`config.mk`:
```
export PLATFORM = sky130hd
export DESIGN_NAME = instr_sequencer
export DESIGN_NICKNAME = d
export VERILOG_FILES = /design/src/rtl/instr_sequencer_pkg.sv /design/src/rtl/instr_sequencer_decode.sv /design/src/rtl/instr_sequencer.sv
export SDC_FILE = /design/constraint.sdc
export NUM_CORES = 1
export LEC_CHECK = 0
export ABC_AREA = 1
export BUFFER_PORTS_ARGS = -buffer_cell sky130_fd_sc_hd__buf_4
export CAP_MARGIN = 10
export CORE_MARGIN = 3
export CORE_UTILIZATION = 44
export DETAILED_ROUTE_END_ITERATION = 6
export PLACE_DENSITY = 0.75
export SLEW_MARGIN = 20
export SYNTH_ARGS = -nofsm -noshare
export SYNTH_HDL_FRONTEND = slang
export SYNTH_SLANG_ARGS = --single-unit
```
`constraint.sdc`:
```
create_clock -name clk -period 1.5 [get_ports clk]
set_clock_uncertainty 0.1 [all_clocks]
set_input_delay 0.15 -clock clk [delete_from_list [all_inputs] [get_ports clk]]
set_output_delay 0.15 -clock clk [all_outputs]
set_load 0.01 [all_outputs]
```
`src/rtl/instr_sequencer_pkg.sv`:
```
// Shared control-state codes, opcode classes and the instruction class decoder
// used by the sequencer and its decode stage.
package instr_sequencer_pkg;

  typedef enum logic [7:0] {
    STATE_FETCH_PC   = 8'h01,
    STATE_FETCH_INST = 8'h02,
    STATE_ALU_EXEC   = 8'h03,
    STATE_ALU_STORE  = 8'h04,
    STATE_SET_REG    = 8'h05,
    STATE_NEXT       = 8'h06,
    STATE_FETCH_IMM  = 8'h07,
    STATE_REG_MOVE   = 8'h08,
    STATE_HALT       = 8'h0E,
    STATE_FAULT      = 8'h0F
  } state_e;

  typedef enum logic [7:0] {
    OP_NOP = 8'h00,
    OP_ALU = 8'h01,
    OP_LDI = 8'h02,
    OP_MOV = 8'h03,
    OP_HLT = 8'h04,
    OP_ILL = 8'hFF
  } op_class_e;

  localparam logic [7:0] INSTR_NOP = 8'h00;
  localparam logic [7:0] INSTR_HLT = 8'h3F;

  // Only two encodings of the 00 group are defined; everything else there is illegal.
  function automatic op_class_e class_of(input logic [7:0] instr);
    op_class_e cls;
    case (instr[7:6])
      2'b00: begin
        if (instr == INSTR_NOP) begin
          cls = OP_NOP;
        end else if (instr == INSTR_HLT) begin
          cls = OP_HLT;
        end else begin
          cls = OP_ILL;
        end
      end
      2'b01:   cls = OP_ALU;
      2'b10:   cls = OP_LDI;
      2'b11:   cls = OP_MOV;
      default: cls = OP_ILL;
    endcase
    return cls;
  endfunction

endpackage

```
`src/rtl/instr_sequencer_decode.sv`:
```
// Combinational instruction decode: opcode class plus the ALU-mode and
// destination-register fields straight from the instruction byte.
module instr_decode
  import instr_sequencer_pkg::*;
(
  input  logic [7:0] instr_i,
  output op_class_e  class_o,
  output logic [2:0] alu_mode_o,
  output logic [2:0] sel_o
);

  assign class_o    = class_of(instr_i);
  assign alu_mode_o = instr_i[5:3];
  assign sel_o      = instr_i[2:0];

endmodule

```
`src/rtl/instr_sequencer.sv`:
```
// Control-unit sequencer: steps each instruction through fetch, decode,
// execute and retire, with sticky HALT/FAULT states and a cycle watchdog.
module instr_sequencer
  import instr_sequencer_pkg::*;
#(
  parameter int STATE_W = 8,
  parameter int CYCLE_W = 4
) (
  input  logic               clk,
  input  logic               reset,
  input  logic [7:0]         instruction,
  output logic [STATE_W-1:0] state,
  output logic [CYCLE_W-1:0] cycle,
  output logic [7:0]         opcode,
  output logic [2:0]         alu_mode,
  output logic [2:0]         sel_in,
  output logic               halted,
  output logic               fault
);

  localparam logic [CYCLE_W-1:0] CYCLE_MAX = {CYCLE_W{1'b1}};

  state_e             state_q, state_d, seq_next_s;
  logic [CYCLE_W-1:0] cycle_q, cycle_d;
  op_class_e          opcode_q, opcode_d;
  logic [2:0]         alu_mode_q, alu_mode_d;
  logic [2:0]         sel_in_q, sel_in_d;
  logic               halted_q, halted_d;
  logic               fault_q, fault_d;
  logic               sticky_s;

  op_class_e          dec_class_s;
  logic [2:0]         dec_alu_mode_s;
  logic [2:0]         dec_sel_s;

  instr_decode u_decode (
    .instr_i    (instruction),
    .class_o    (dec_class_s),
    .alu_mode_o (dec_alu_mode_s),
    .sel_o      (dec_sel_s)
  );

  assign sticky_s = (state_q == STATE_HALT) || (state_q == STATE_FAULT);

  // Nominal state sequence, before the watchdog override.
  always_comb begin
    seq_next_s = STATE_FAULT;
    case (state_q)
      STATE_FETCH_PC:   seq_next_s = STATE_FETCH_INST;
      STATE_FETCH_INST: begin
        case (dec_class_s)
          OP_ALU:  seq_next_s = STATE_ALU_EXEC;
          OP_LDI:  seq_next_s = STATE_FETCH_IMM;
          OP_MOV:  seq_next_s = STATE_REG_MOVE;
          OP_NOP:  seq_next_s = STATE_NEXT;
          OP_HLT:  seq_next_s = STATE_HALT;
          default: seq_next_s = STATE_FAULT;
        endcase
      end
      STATE_ALU_EXEC:   seq_next_s = STATE_ALU_STORE;
      STATE_ALU_STORE:  seq_next_s = STATE_NEXT;
      STATE_FETCH_IMM:  seq_next_s = STATE_SET_REG;
      STATE_SET_REG:    seq_next_s = STATE_NEXT;
      STATE_REG_MOVE:   seq_next_s = STATE_NEXT;
      STATE_NEXT:       seq_next_s = STATE_FETCH_PC;
      STATE_HALT:       seq_next_s = STATE_HALT;
      STATE_FAULT:      seq_next_s = STATE_FAULT;
      default:          seq_next_s = STATE_FAULT;
    endcase
  end

  // Watchdog, cycle counter and latched instruction fields.
  always_comb begin
    state_d    = seq_next_s;
    cycle_d    = cycle_q;
    opcode_d   = opcode_q;
    alu_mode_d = alu_mode_q;
    sel_in_d   = sel_in_q;

    if (!sticky_s && (cycle_q == CYCLE_MAX)) begin
      state_d = STATE_FAULT;
    end else begin
      state_d = seq_next_s;
    end

    if (sticky_s) begin
      cycle_d = cycle_q;
    end else if (state_d == STATE_FETCH_PC) begin
      cycle_d = '0;
    end else if (cycle_q == CYCLE_MAX) begin
      cycle_d = cycle_q;
    end else begin
      cycle_d = cycle_q + CYCLE_W'(1);
    end

    if (state_q == STATE_FETCH_INST) begin
      opcode_d   = dec_class_s;
      alu_mode_d = dec_alu_mode_s;
      sel_in_d   = dec_sel_s;
    end else begin
      opcode_d   = opcode_q;
      alu_mode_d = alu_mode_q;
      sel_in_d   = sel_in_q;
    end

    halted_d = (state_d == STATE_HALT);
    fault_d  = (state_d == STATE_FAULT);
  end

  // State and output registers; reset overrides every state including HALT/FAULT.
  always_ff @(posedge clk) begin
    if (reset) begin
      state_q    <= STATE_FETCH_PC;
      cycle_q    <= '0;
      opcode_q   <= OP_NOP;
      alu_mode_q <= 3'd0;
      sel_in_q   <= 3'd0;
      halted_q   <= 1'b0;
      fault_q    <= 1'b0;
    end else begin
      state_q    <= state_d;
      cycle_q    <= cycle_d;
      opcode_q   <= opcode_d;
      alu_mode_q <= alu_mode_d;
      sel_in_q   <= sel_in_d;
      halted_q   <= halted_d;
      fault_q    <= fault_d;
    end
  end

  assign state    = STATE_W'(state_q);
  assign cycle    = cycle_q;
  assign opcode   = opcode_q;
  assign alu_mode = alu_mode_q;
  assign sel_in   = sel_in_q;
  assign halted   = halted_q;
  assign fault    = fault_q;

endmodule

```
=== Yosys cells after proc, flatten, opt, wreduce, memory -nomap -nowiden ===
Index checks and enable logic that the tools add are counted.

* Register bits after elaboration: 28
* Input port bits: 10
* Logic and storage cells: 48
* Output and inout bits: 28

* Multiplexer cells: 8
* Eq/ne operators: 23
* Bitwise logic cells: 1
* Add/subtract/negate cells: 1
* Reductions and logical operators: 8

{| class="wikitable"
|+ Operator list
! kind !! number
|-
| == test 8 x 3 -> 1 bit (second input constant) || 5
|-
| == test 8 x 4 -> 1 bit (second input constant) || 5
|-
| == test 8 x 2 -> 1 bit (second input constant) || 4
|-
| one-hot mux 8 bit (4 select lines) || 1
|-
| one-hot mux 4 bit (7 select lines) || 1
|-
| == test 8 x 1 -> 1 bit (second input constant) || 3
|-
| 2-to-1 mux 8 bit || 3
|-
| one-hot mux 4 bit (5 select lines) || 1
|-
| logical NOT 8 bit || 2
|-
| == test 8 x 6 -> 1 bit (second input constant) || 1
|-
| 2-to-1 mux 4 bit || 2
|-
| adder 4 x 1 -> 4 bit (second input constant) || 1
|-
| == test 2 bit (second input constant) || 2
|-
| == test 4 bit (second input constant) || 1
|-
| OR reduction 3 bit || 1
|-
| == test 2 x 1 -> 1 bit (second input constant) || 1
|-
| logical NOT 2 bit || 1
|-
| inequality test 2 bit (second input constant) || 1
|-
| AND reduction 2 bit || 1
|-
| logical AND 1 bit || 1
|-
| logical NOT 1 bit || 1
|-
| logical OR 1 bit || 1
|-
| inverter 1 bit || 1
|}

=== Depth between registers and ports, before layout ===
Gate-level depths: netlist of run 1.

* Depth in word-level cells: 11
* Depth in mapped cells: 12
* Depth with buffers taken out: 12

=== Cells and area by module ===
From an unflattened synthesis of run 1, not the netlist that was laid out.

* Cells, all modules: 195
* Area total of the unflattened synthesis: 1348.8 µm²

{| class="wikitable"
|+ Modules (own cells, without submodules)
! module !! cells an instance !! instances !! seq. area each (µm²) !! area an instance (µm²)
|-
| instr_sequencer || 166 || 1 || 480.5 || 1192.4
|-
| instr_decode || 29 || 1 || 0.0 || 156.4
|}

=== Least setup slack after synthesis of run 1 ===
No wires, ideal clock.

* Path kind: reg2reg
* Start point: register cycle_q[0], in the netlist cycle[0]
* End point: register cycle_q[0], in the netlist cycle[0]
* Buffers on the path: 0
* Stages on the path, launching flop included: 10
* Required time: 1280 ps
* Slack: -86 ps
* Clock period less this slack: 1586 ps
* Setup time: 120 ps
* Arrival: 1366 ps
* Path through: dfxtp_1 -> ha_1 -> nand2_1 -> inv_1 -> nand3_1 -> nand4_1 -> a21oi_2 -> nand3_2 -> o21ai_2 -> a21oi_1

* Word-level cells in the longest chain between the ends: 6
* Elaborated cells between the ends (all ways): 9
* Those cells by class: add/sub: 1; eq/ne: 3; mux: 3; reduce/logical: 2

{| class="wikitable"
|+ Ends and longest elaborated chain
! item !! RTL line !! RTL
|-
| start: declaration || instr_sequencer.sv:24 || <nowiki>logic [CYCLE_W-1:0] cycle_q, cycle_d;</nowiki>
|-
| start signal: assignment || instr_sequencer.sv:122 || <nowiki>cycle_q <= cycle_d;</nowiki>
|-
| == test 4 bit || instr_sequencer.sv:80, instr_sequencer.sv:90 ||
|-
| logical AND 1 bit || instr_sequencer.sv:80 || <nowiki>if (!sticky_s && (cycle_q == CYCLE_MAX)) begin</nowiki>
|-
| 2-to-1 mux 8 bit || instr_sequencer.sv:80 ||
|-
| == test 8 x 1 -> 1 bit || instr_sequencer.sv:88 || <nowiki>end else if (state_d == STATE_FETCH_PC) begin</nowiki>
|-
| inequality test 2 bit (no source line) || n/a ||
|-
| AND reduction 2 bit (no source line) || n/a ||
|}

Several ways; a longest one is shown, not always the timed one. The select of a mux whose other input is x is not followed.
A chain may end at the register's enable or synchronous reset.

=== Final worst setup path of run 1 ===
* Start point: register cycle_q[0], in the netlist cycle[0]
* End point: register cycle_q[2], in the netlist cycle[2]

Same word-level chain as after synthesis.

==> results.yml, run 1 <==
timing:
  hold_viol: 0
  rsz0062_at_grt: "yes"
  fin_ws_ns: -0.156
  max_freq_ghz: 0.604
  setup_viol: 6
  final.min_clock_period_ns: 1.66
  finalCritPeriodShare_pct: 110
  drv_slew: 0
placement:
  place_ws_ns: -0.219
  dpl-instance-area_mm2: 0.00148
  io_buffer_count: 33
  globalplace.congestion: 0.868
  dp.final_hpwl_mm: 2.02
clock_tree:
  clkSlewWorstSetupHoldPaths_ns: 0.12
  cts_sinks: 20
  cts_buffers: 3
  h-tree-depth: 1
  cts-root-buf: "clkbuf_4"
  clock_path_buffers: 2
  clock_latency_ns: 0.30
  cts_tree: "built"
setup_path:
  r2r-start: "cycle[0]"
  critPathKind: "reg -> reg"
  r2r-end: "cycle[2]"
  critPathArrivalTime_ns: 1.76
  critPathLaunchType: "flop"
  end_kind: "flop"
  cp.required_ns: 1.60
  worstPathMaxFanout: 3
  ff2ff_path_depth: 9
  regToRegSetupSlack_ns: -0.16
die:
  io_pins: 38
  num_rows: 17
  coreArea_mm2: 0.00228
  initial_utilization_pct: 47.9
  dieWidth_um: 55.8
  die_height_um: 55.8
  dieArea_mm2: 0.00311
global_routing:
  antenna_found_initial: 0
  grt_remaining_overflow: 0
  grt_pass1_vias: 1090
  grt_usage_pct: 17.9
  grt_max_degree: 13
  grt_pass1_wl_mm: 4.57
final_layout:
  final_nets: 221
  antennaDiodeCount: 0
  drive_gt1_share_pct: 42.0
  finalInstanceArea_mm2: 0.00159
  areaGrowthSynthToFinish_pct: 46.3
  seqCellArea_um2: 415
  fin_util_pct: 70.0
  nFillCells: 187
  multi_input_area_um2: 617
power_and_ir_drop:
  p_leak_nw: 0.817
  finalPower_mw: 2.91
  vdd_drop_max_v: 0.00126
  powerDensity_mw_per_mm2: 1820
drt:
  post_drt_via_cell_ratio: 4.79
  dr.pass1.iters: 4
  ant_nets: 0
  wl_per_cell_um: 11.6
  drt-total-wl_mm: 2.70
  vias: 1116
  dr.first_iter.drc_count: 10
  drcViolationCount: 0
logic_synthesis:
  synth_seq_area_share_pct: 36.7
  synth_warnings: 0
  syn_area_mm2: 0.00109
  yosysTopAreaCell: "dfxtp_1"
  yosysUniqueCellTypes: 25
  syn_inst: 153
  synthTopCellsByArea: "dfxtp_1 (37%), nand2_1 (9.6%), nor2_1 (8.3%), inv_1 (6.5%), ha_1 (5.7%)"
  avgSynthCellArea_um2: 7.12
  netlist.area_leader.share_pct: 36.7
  yosys_register_bits: 20
worst_hold_path:
  hold_class: "in -> reg"
  holdPathEnd: "sel_in[2]"
  hold_start: "instruction[2]"
  min_path_cells: 3
outcome:
  violations: "negative setup slack"
  status: "complete, but fails checks"
run:
  cap_violations: 0
[worst max path at each step]
stage / from / endpoint / cells past startpoint
2_1_floorplan: cycle[0] / cycle[0] / 9
3_3_place_gp: instruction[6] / cycle[0] / 11
3_5_place_dp: instruction[6] / cycle[0] / 11
4_1_cts: cycle[0] / cycle[0] / 9
5_1_grt: cycle[0] / cycle[2] / 9
6_report: cycle[0] / cycle[2] / 9
[flip-flops by register name, indices dropped and copies added (netlist names)]
name / flops
cycle: 4
sel_in: 3
alu_mode: 3
fault: 1
opcode: 4
halted: 1
state: 4
[synthesized netlist by cell type (all sizes together)]
cell    number
o211ai       2
nand3       11
or2          1
a21oi        8
dfxtp       20
buf          9
nor3b        1
o21bai       1
clkbuf       1
nand2       28
nor2        26
o22ai        2
conb         1
nand4        3
ha           5
inv         20
o21ai       12
a41oi        1
xor2         1
[per-layer routing]
| metal | share of wire [%] | vias to the layer above | track usage [%] | routed length (µm) |
|---|---|---|---|---|
| met5 | 0 | - | 0 | 0 |
| met4 | 1.0 | 0 | 7.99 | 27 |
| met3 | 3.9 | 2 | 2.09 | 105 |
| met2 | 52 | 24 | 32.6 | 1420 |
| met1 | 43 | 509 | 20.6 | 1160 |
| li1 | - | 581 | - | - |
[area by class of cell]
class | instances | area share, %
Multi-Input combinational cell | 106 | 38.7
Timing Repair Buffer | 55 | 26.1
Clock buffer | 4 | 2.28
Tap cell | 28 | 2.20
Sequential cell | 20 | 26.1
Inverter | 20 | 4.71
[power breakdown]
group,internal (mW),total (mW),leakage (nW),switching (mW)
Combinational,0.818,1.68,0.630,0.866
Clock,0.148,0.318,0.0210,0.169
Sequential,0.725,0.904,0.166,0.179
[per-stage QoR]
stage | setup TNS [ns] | cells | hold WS (ns)
after floorplan | 0 | 156 | 0.112
after global placement | -0.534 | 226 | 0.248
after detailed placement | -1.22 | 226 | 0.251
after CTS | -0.312 | 232 | 0.00622
after global routing | -1.28 | 233 | 0.0283
final | -0.798 | 233 | 0.0161
[kinds of logic (layout without fill, tap and decap cells)]
kind of cell | count (synthesis) | after routing | share of synthesized area, %
simple gates | 70 | 70 | 28.9
buf+inv | 30 | 79 | 13.2
compound gates | 26 | 26 | 14.2
flops | 20 | 20 | 36.7
fa+ha+maj | 5 | 5 | 5.74
other cells | 1 | 4 | 0.344
xor+xnor | 1 | 1 | 0.804
[cells in the final DEF, fill, tap and decap left out, drive strengths merged]
master	n
nand2	28
nand4	3
clkbuf	4
ha	5
nor3b	1
nand3	11
o21bai	1
dfxtp	20
nor2	26
o211ai	2
o22ai	2
xor2	1
dlygate4sd3	1
o21ai	12
conb	4
buf	54
or2	1
a41oi	1
a21oi	8
inv	20
[worst max-delay path: stages, from the launching register on]
cell and delay, ns:
dfxtp_4 0.37, ha_4 0.17, nand2_4 0.08, inv_2 0.04, nand3_2 0.07, nand4_1 0.14
nor2_2 0.22, nand3_2 0.14, o21ai_4 0.17, nor2_1 0.05
[repair_timing]
item / CTS / global route
pin swaps: 9 / 8
hold endpoints to repair: 4 / 0
resized for setup: 12 / 8
setup buffers: 1 / 1
endpoints found under the setup margin: 7 / 8
hold buffers: 1 / 0
(Power assumes the default switching activity.)
==> run 2: changes to the inputs <==
--- a/config.mk
+++ b/config.mk
@@ -11,7 +11,7 @@
 export CORE_MARGIN = 3
 export CORE_UTILIZATION = 44
 export DETAILED_ROUTE_END_ITERATION = 6
-export PLACE_DENSITY = 0.75
+export PLACE_DENSITY = 0.78
 export SLEW_MARGIN = 20
 export SYNTH_ARGS = -nofsm -noshare
 export SYNTH_HDL_FRONTEND = slang
==> results.yml, run 2 (synthesized netlist as in run 1, its figures left out) <==
timing:
  rsz0062_at_grt: "yes"
  final.min_clock_period_ns: 1.60
  setup_viol: 6
  drv_slew: 0
  hold_viol: 0
  fin_ws_ns: -0.104
  max_freq_ghz: 0.623
  finalCritPeriodShare_pct: 107
power_and_ir_drop:
  p_sw_share_pct: 41.9
  p_int_mw: 1.80
  pwr-share-clk_pct: 14.2
  finalPower_mw: 3.11
  seqPwrFrac_pct: 29.5
  powerDensity_mw_per_mm2: 1880
  p_leak_nw: 0.845
  p_switching_mw: 1.30
  vdd_drop_max_v: 0.00141
  p_comb_share_pct: 56.3
placement:
  dpl-instance-area_mm2: 0.00146
  globalplace.congestion: 0.852
  dp.final_hpwl_mm: 1.98
  io_buffer_count: 33
drt:
  ant_nets: 0
  post_drt_via_cell_ratio: 4.99
  wl_per_cell_um: 12.8
  drt-total-wl_mm: 3.02
  dr.first_iter.drc_count: 24
  drcViolationCount: 0
  vias: 1177
  dr.pass1.iters: 4
global_routing:
  grt_pass1_wl_mm: 4.71
  grt_remaining_overflow: 0
  grt_pass1_vias: 1112
  grt_usage_pct: 18.0
  antenna_found_initial: 0
  grt_max_degree: 13
clock_tree:
  h-tree-depth: 1
  cts_tree: "built"
  clkSlewWorstSetupHoldPaths_ns: 0.12
  cts_buffers: 3
  cts-root-buf: "clkbuf_4"
  cts_sinks: 20
  clock_latency_ns: 0.30
  clock_path_buffers: 2
worst_hold_path:
  hold_class: "in -> reg"
  hold_start: "instruction[2]"
die:
  die_height_um: 55.8
  io_pins: 38
  num_rows: 17
  coreArea_mm2: 0.00228
  initial_utilization_pct: 47.9
  dieWidth_um: 55.8
  dieArea_mm2: 0.00311
final_layout:
  antennaDiodeCount: 0
  final_nets: 224
  final_cell_mix: "buf_4 (56), nand2_1 (22), nor2_1 (22), inv_1 (15), dfxtp_1 (14)"
  final_common_cell: "buf_4"
  nFillCells: 166
  areaGrowthSynthToFinish_pct: 51.5
  finalInstanceArea_mm2: 0.00165
  drive_gt1_share_pct: 45.7
setup_path:
  worstPathMaxFanout: 3
  critPathArrivalTime_ns: 1.71
  cpMostUsedCell: "nand3_2"
  end_kind: "flop"
  cp.required_ns: 1.60
  critPathKind: "reg -> reg"
  crit_start: "cycle[0]"
  critPathLaunchType: "flop"
  worstPathCellList: "ha_4 -> nand2_4 -> inv_2 -> nand3_2 -> nand4_1 -> nor2_2 -> nand3_2 -> o21ai_2 -> nor2_1"
  r2r-start: "cycle[0]"
  cpPeakStageDelay_ns: 0.37
  critical-path-slowest-cell: "dfxtp_4"
outcome:
  violations: "negative setup slack"
  status: "complete, but fails checks"
run:
  cap_violations: 0
-- run 2: final timing paths --
path	endpoint	slack, ns	depth (start not counted)
max	cycle[2]	-0.10	9
min	sel_in[2]	0.02	3
max reg2reg	cycle[2]	-0.10	9
min reg2reg	sel_in[0]	0.40	2
-- run 2: layer usage --
| layer | vias up | routed length, µm | track usage [%] |
|---|---|---|---|
| met4 | 0 | 17 | 3.82 |
| met5 | - | 0 | 0 |
| met3 | 2 | 133 | 2.32 |
| met2 | 36 | 1570 | 33.3 |
| met1 | 553 | 1300 | 21.9 |
| li1 | 586 | - | - |
-- run 2: critical path, delay by kind of cell (launching register included) --
kind,cells,cell delay [ns]
buf+inv,1,0.04
compound gates,1,0.17
simple gates,6,0.66
fa+ha+maj,1,0.17
flops,1,0.37
-- run 2: power groups by stage --
stage	registers, mW	logic (mW)	clock network, mW
2_1_floorplan	0.928	0.766	0
3_3_place_gp	0.856	1.37	0
3_5_place_dp	0.862	1.41	0
4_1_cts	0.878	1.46	0.448
5_1_grt	0.946	1.89	0.467
6_report	0.915	1.75	0.441
-- run 2: area by class of cell --
| cell class | instances | area [µm²] | share of cell area [%] |
|---|---|---|---|
| tap | 28 | 35.0 | 2.12 |
| timing repair buffer | 58 | 442 | 26.7 |
| clock inverter | 1 | 30.0 | 1.82 |
| inverter | 20 | 75.1 | 4.55 |
| multi-input combinational | 106 | 629 | 38.1 |
| sequential | 20 | 418 | 25.3 |
| clock buffer | 3 | 22.5 | 1.36 |
-- run 2: stage by stage --
stage	utilization [%]	cells	hold WS [ns]	setup WS [ns]	TNS, ns
CTS	68.8	232	0.0137	-0.0942	-0.323
global route	72.6	236	0.0354	-0.183	-1.08
global placement	64.2	224	0.245	-0.102	-0.520
floorplan	-	156	0.112	0.00848	0
detailed placement	64.2	224	0.248	-0.192	-1.07
finish	72.6	236	0.0208	-0.104	-0.532
-- run 2: timing repair --
item                                    CTS  global route
endpoints found under the setup margin    7             7
pin swaps                                 2            17
hold endpoints to repair                  4             0
hold buffers                              1             0
buffers inserted                          3             4
gates resized for setup                   9            21
==> run 3: changes to the inputs <==
--- a/config.mk
+++ b/config.mk
@@ -5,13 +5,12 @@
 export SDC_FILE = /design/constraint.sdc
 export NUM_CORES = 1
 export LEC_CHECK = 0
-export ABC_AREA = 1
 export BUFFER_PORTS_ARGS = -buffer_cell sky130_fd_sc_hd__buf_4
 export CAP_MARGIN = 10
 export CORE_MARGIN = 3
 export CORE_UTILIZATION = 44
 export DETAILED_ROUTE_END_ITERATION = 6
-export PLACE_DENSITY = 0.78
+export PLACE_DENSITY = 0.77
 export SLEW_MARGIN = 20
 export SYNTH_ARGS = -nofsm -noshare
 export SYNTH_HDL_FRONTEND = slang
==> results.yml, run 3 <==
worst_hold_path:
  holdPathEnd: "sel_in[1]"
  hold_class: "in -> reg"
  hold_start: "instruction[1]"
  min_path_cells: 3
placement:
  io_buffer_count: 33
  dpl-instance-area_mm2: 0.00157
  dp.cells: 216
  globalplace.congestion: 0.797
  dp.final_hpwl_mm: 2.27
die:
  num_rows: 17
  io_pins: 38
  die_height_um: 56.6
  initial_utilization_pct: 48.7
  coreArea_mm2: 0.00232
  dieArea_mm2: 0.00321
  dieWidth_um: 56.6
final_layout:
  fin_util_pct: 75.3
  finalInstanceArea_mm2: 0.00175
  antennaDiodeCount: 0
  areaGrowthSynthToFinish_pct: 54.8
  final_common_cell: "buf_4"
  final_cell_mix: "buf_4 (61), nand2_1 (16), dfxtp_1 (16), nor2_1 (15), a21oi_1 (6)"
  drive_gt1_share_pct: 52.3
  nFillCells: 168
  final_nets: 211
  finalNonFillerCells: 223
power_and_ir_drop:
  p_leak_nw: 0.758
  vdd_drop_max_v: 0.000939
  powerDensity_mw_per_mm2: 1010
setup_path:
  ff2ff_path_depth: 5
  end_kind: "flop"
  r2r-end: "cycle[3]"
  critPathLaunchType: "flop"
  critPathKind: "reg -> reg"
  regToRegSetupSlack_ns: -0.28
  critPathArrivalTime_ns: 1.87
  r2r-start: "state[1]"
  worstPathMaxFanout: 4
  cp.required_ns: 1.59
clock_tree:
  clock_latency_ns: 0.30
  clock_path_buffers: 2
  cts-root-buf: "clkbuf_4"
  h-tree-depth: 1
  ctsHoldBuffers: 0
  clkSlewWorstSetupHoldPaths_ns: 0.11
  cts_sinks: 20
  cts_tree: "built"
  cts_buffers: 3
timing:
  max_freq_ghz: 0.562
  rsz0062_at_grt: "yes"
  hold_viol: 0
  setup_viol: 13
  fin_ws_ns: -0.281
  drv_slew: 0
  holdWs_ns: 0.0229
  final.min_clock_period_ns: 1.78
  finalCritPeriodShare_pct: 119
drt:
  dr.pass1.iters: 4
  ant_nets: 0
  vias: 1189
  drcViolationCount: 0
  dr.first_iter.drc_count: 35
  post_drt_via_cell_ratio: 5.33
  wl_per_cell_um: 14.7
  drt-total-wl_mm: 3.28
global_routing:
  grt_remaining_overflow: 0
  grt_usage_pct: 19.9
  antenna_found_initial: 0
  grt_pass1_wl_mm: 5.01
  grt_max_degree: 19
  grt_pass1_vias: 1079
logic_synthesis:
  synth_edf_count: 0
  yosys_register_bits: 20
  syn_area_mm2: 0.00113
  yosysUniqueCellTypes: 39
  synth_warnings: 0
  async_reset_ff_share_pct: 0
  synthTopCellsByArea: "dfxtp_1 (35%), nand2_1 (6.7%), nor2_1 (5.7%), ha_1 (5.5%), buf_4 (5.3%)"
  synthFlopType: "dfxtp_1"
  avgSynthCellArea_um2: 8.24
  synth_common_cells: "dfxtp_1 (20), nand2_1 (20), nor2_1 (17)"
  synth_seq_area_share_pct: 35.5
  yosysTopAreaCell: "dfxtp_1"
  syn_inst: 137
  netlist.area_leader.share_pct: 35.5
outcome:
  status: "complete, but fails checks"
  violations: "negative setup slack"
run:
  cap_violations: 0
-- run 3: changes by cell type after synthesis, sizes merged, moves of 5 or more --
cell,delta
o21ai,-5
nand3,-7
inv,-18
nor2,-9
nor3,+6
nand2,-8
-- run 3: worst max-delay path by stage --
stage             start        to  slack, ns  cells after the start
3_5_place_dp   cycle[0]    halted      -0.34                      6
6_report       state[1]  cycle[3]      -0.28                      5
4_1_cts        state[1]  cycle[0]      -0.28                      5
2_1_floorplan  state[0]  cycle[0]      -0.21                      5
3_3_place_gp   state[0]  cycle[3]      -0.21                      5
5_1_grt        state[1]  cycle[1]      -0.33                      6
-- run 3: power by group --
part	leakage, nW	switching [mW]	internal [mW]
Sequential	0.164	0.0398	0.601
Clock	0.0150	0.167	0.104
Combinational	0.578	0.421	0.428
Total	0.758	0.628	1.13
-- run 3: cells by family after synthesis --
kind of cell | count (synthesis) | synth area share, %
AND/OR/NAND/NOR | 63 | 28.0
AO/OA/AOI/OAI | 27 | 18.1
flip-flops | 20 | 35.5
buffers and inverters | 16 | 8.31
adder cells (fa/ha/maj) | 5 | 5.54
multiplexers | 3 | 2.66
XOR/XNOR | 2 | 1.55
other | 1 | 0.332
-- run 3: area by class of cell --
cell class,count,area (µm²),share of cell area (%)
tap,28,35.0,2.01
timing repair buffer,64,492,28.2
inverter,2,7.51,0.430
multi-input combinational,105,776,44.4
sequential,20,410,23.5
clock buffer,4,26.3,1.50
-- run 3: worst max-delay path: stages (launching register included) --
cell	delay, ns
dfxtp_4	0.36
or4b_4	0.51
o21ai_2	0.08
a211oi_2	0.07
a2111oi_4	0.46
nor3_1	0.08
-- run 3: metal layers --
layer	vias up	track usage [%]	share of wire (%)
li1	586	-	-
met1	556	24.3	40
met2	43	35.1	52
met3	4	2.76	6.4
met4	0	7.12	1.0
met5	-	0	0
-- run 3: metrics by stage --
stage | setup TNS (ns) | setup WS (ns) | power [mW]
floorplan | -0.933 | -0.205 | 1.05
global placement | -1.42 | -0.214 | 1.35
detailed placement | -2.31 | -0.336 | 1.38
CTS | -1.55 | -0.284 | 1.69
global route | -2.75 | -0.327 | 1.86
finish | -1.78 | -0.281 | 1.76
-- run 3: what timing repair did --
| item | in CTS | in global routing |
|---|---|---|
| setup endpoints to repair | 17 | 16 |
| gates cloned | 0 | 1 |
| gates resized for setup | 13 | 17 |
| setup buffers | 0 | 2 |
| pin swaps | 6 | 12 |
| endpoints found under the hold margin | 0 | 0 |
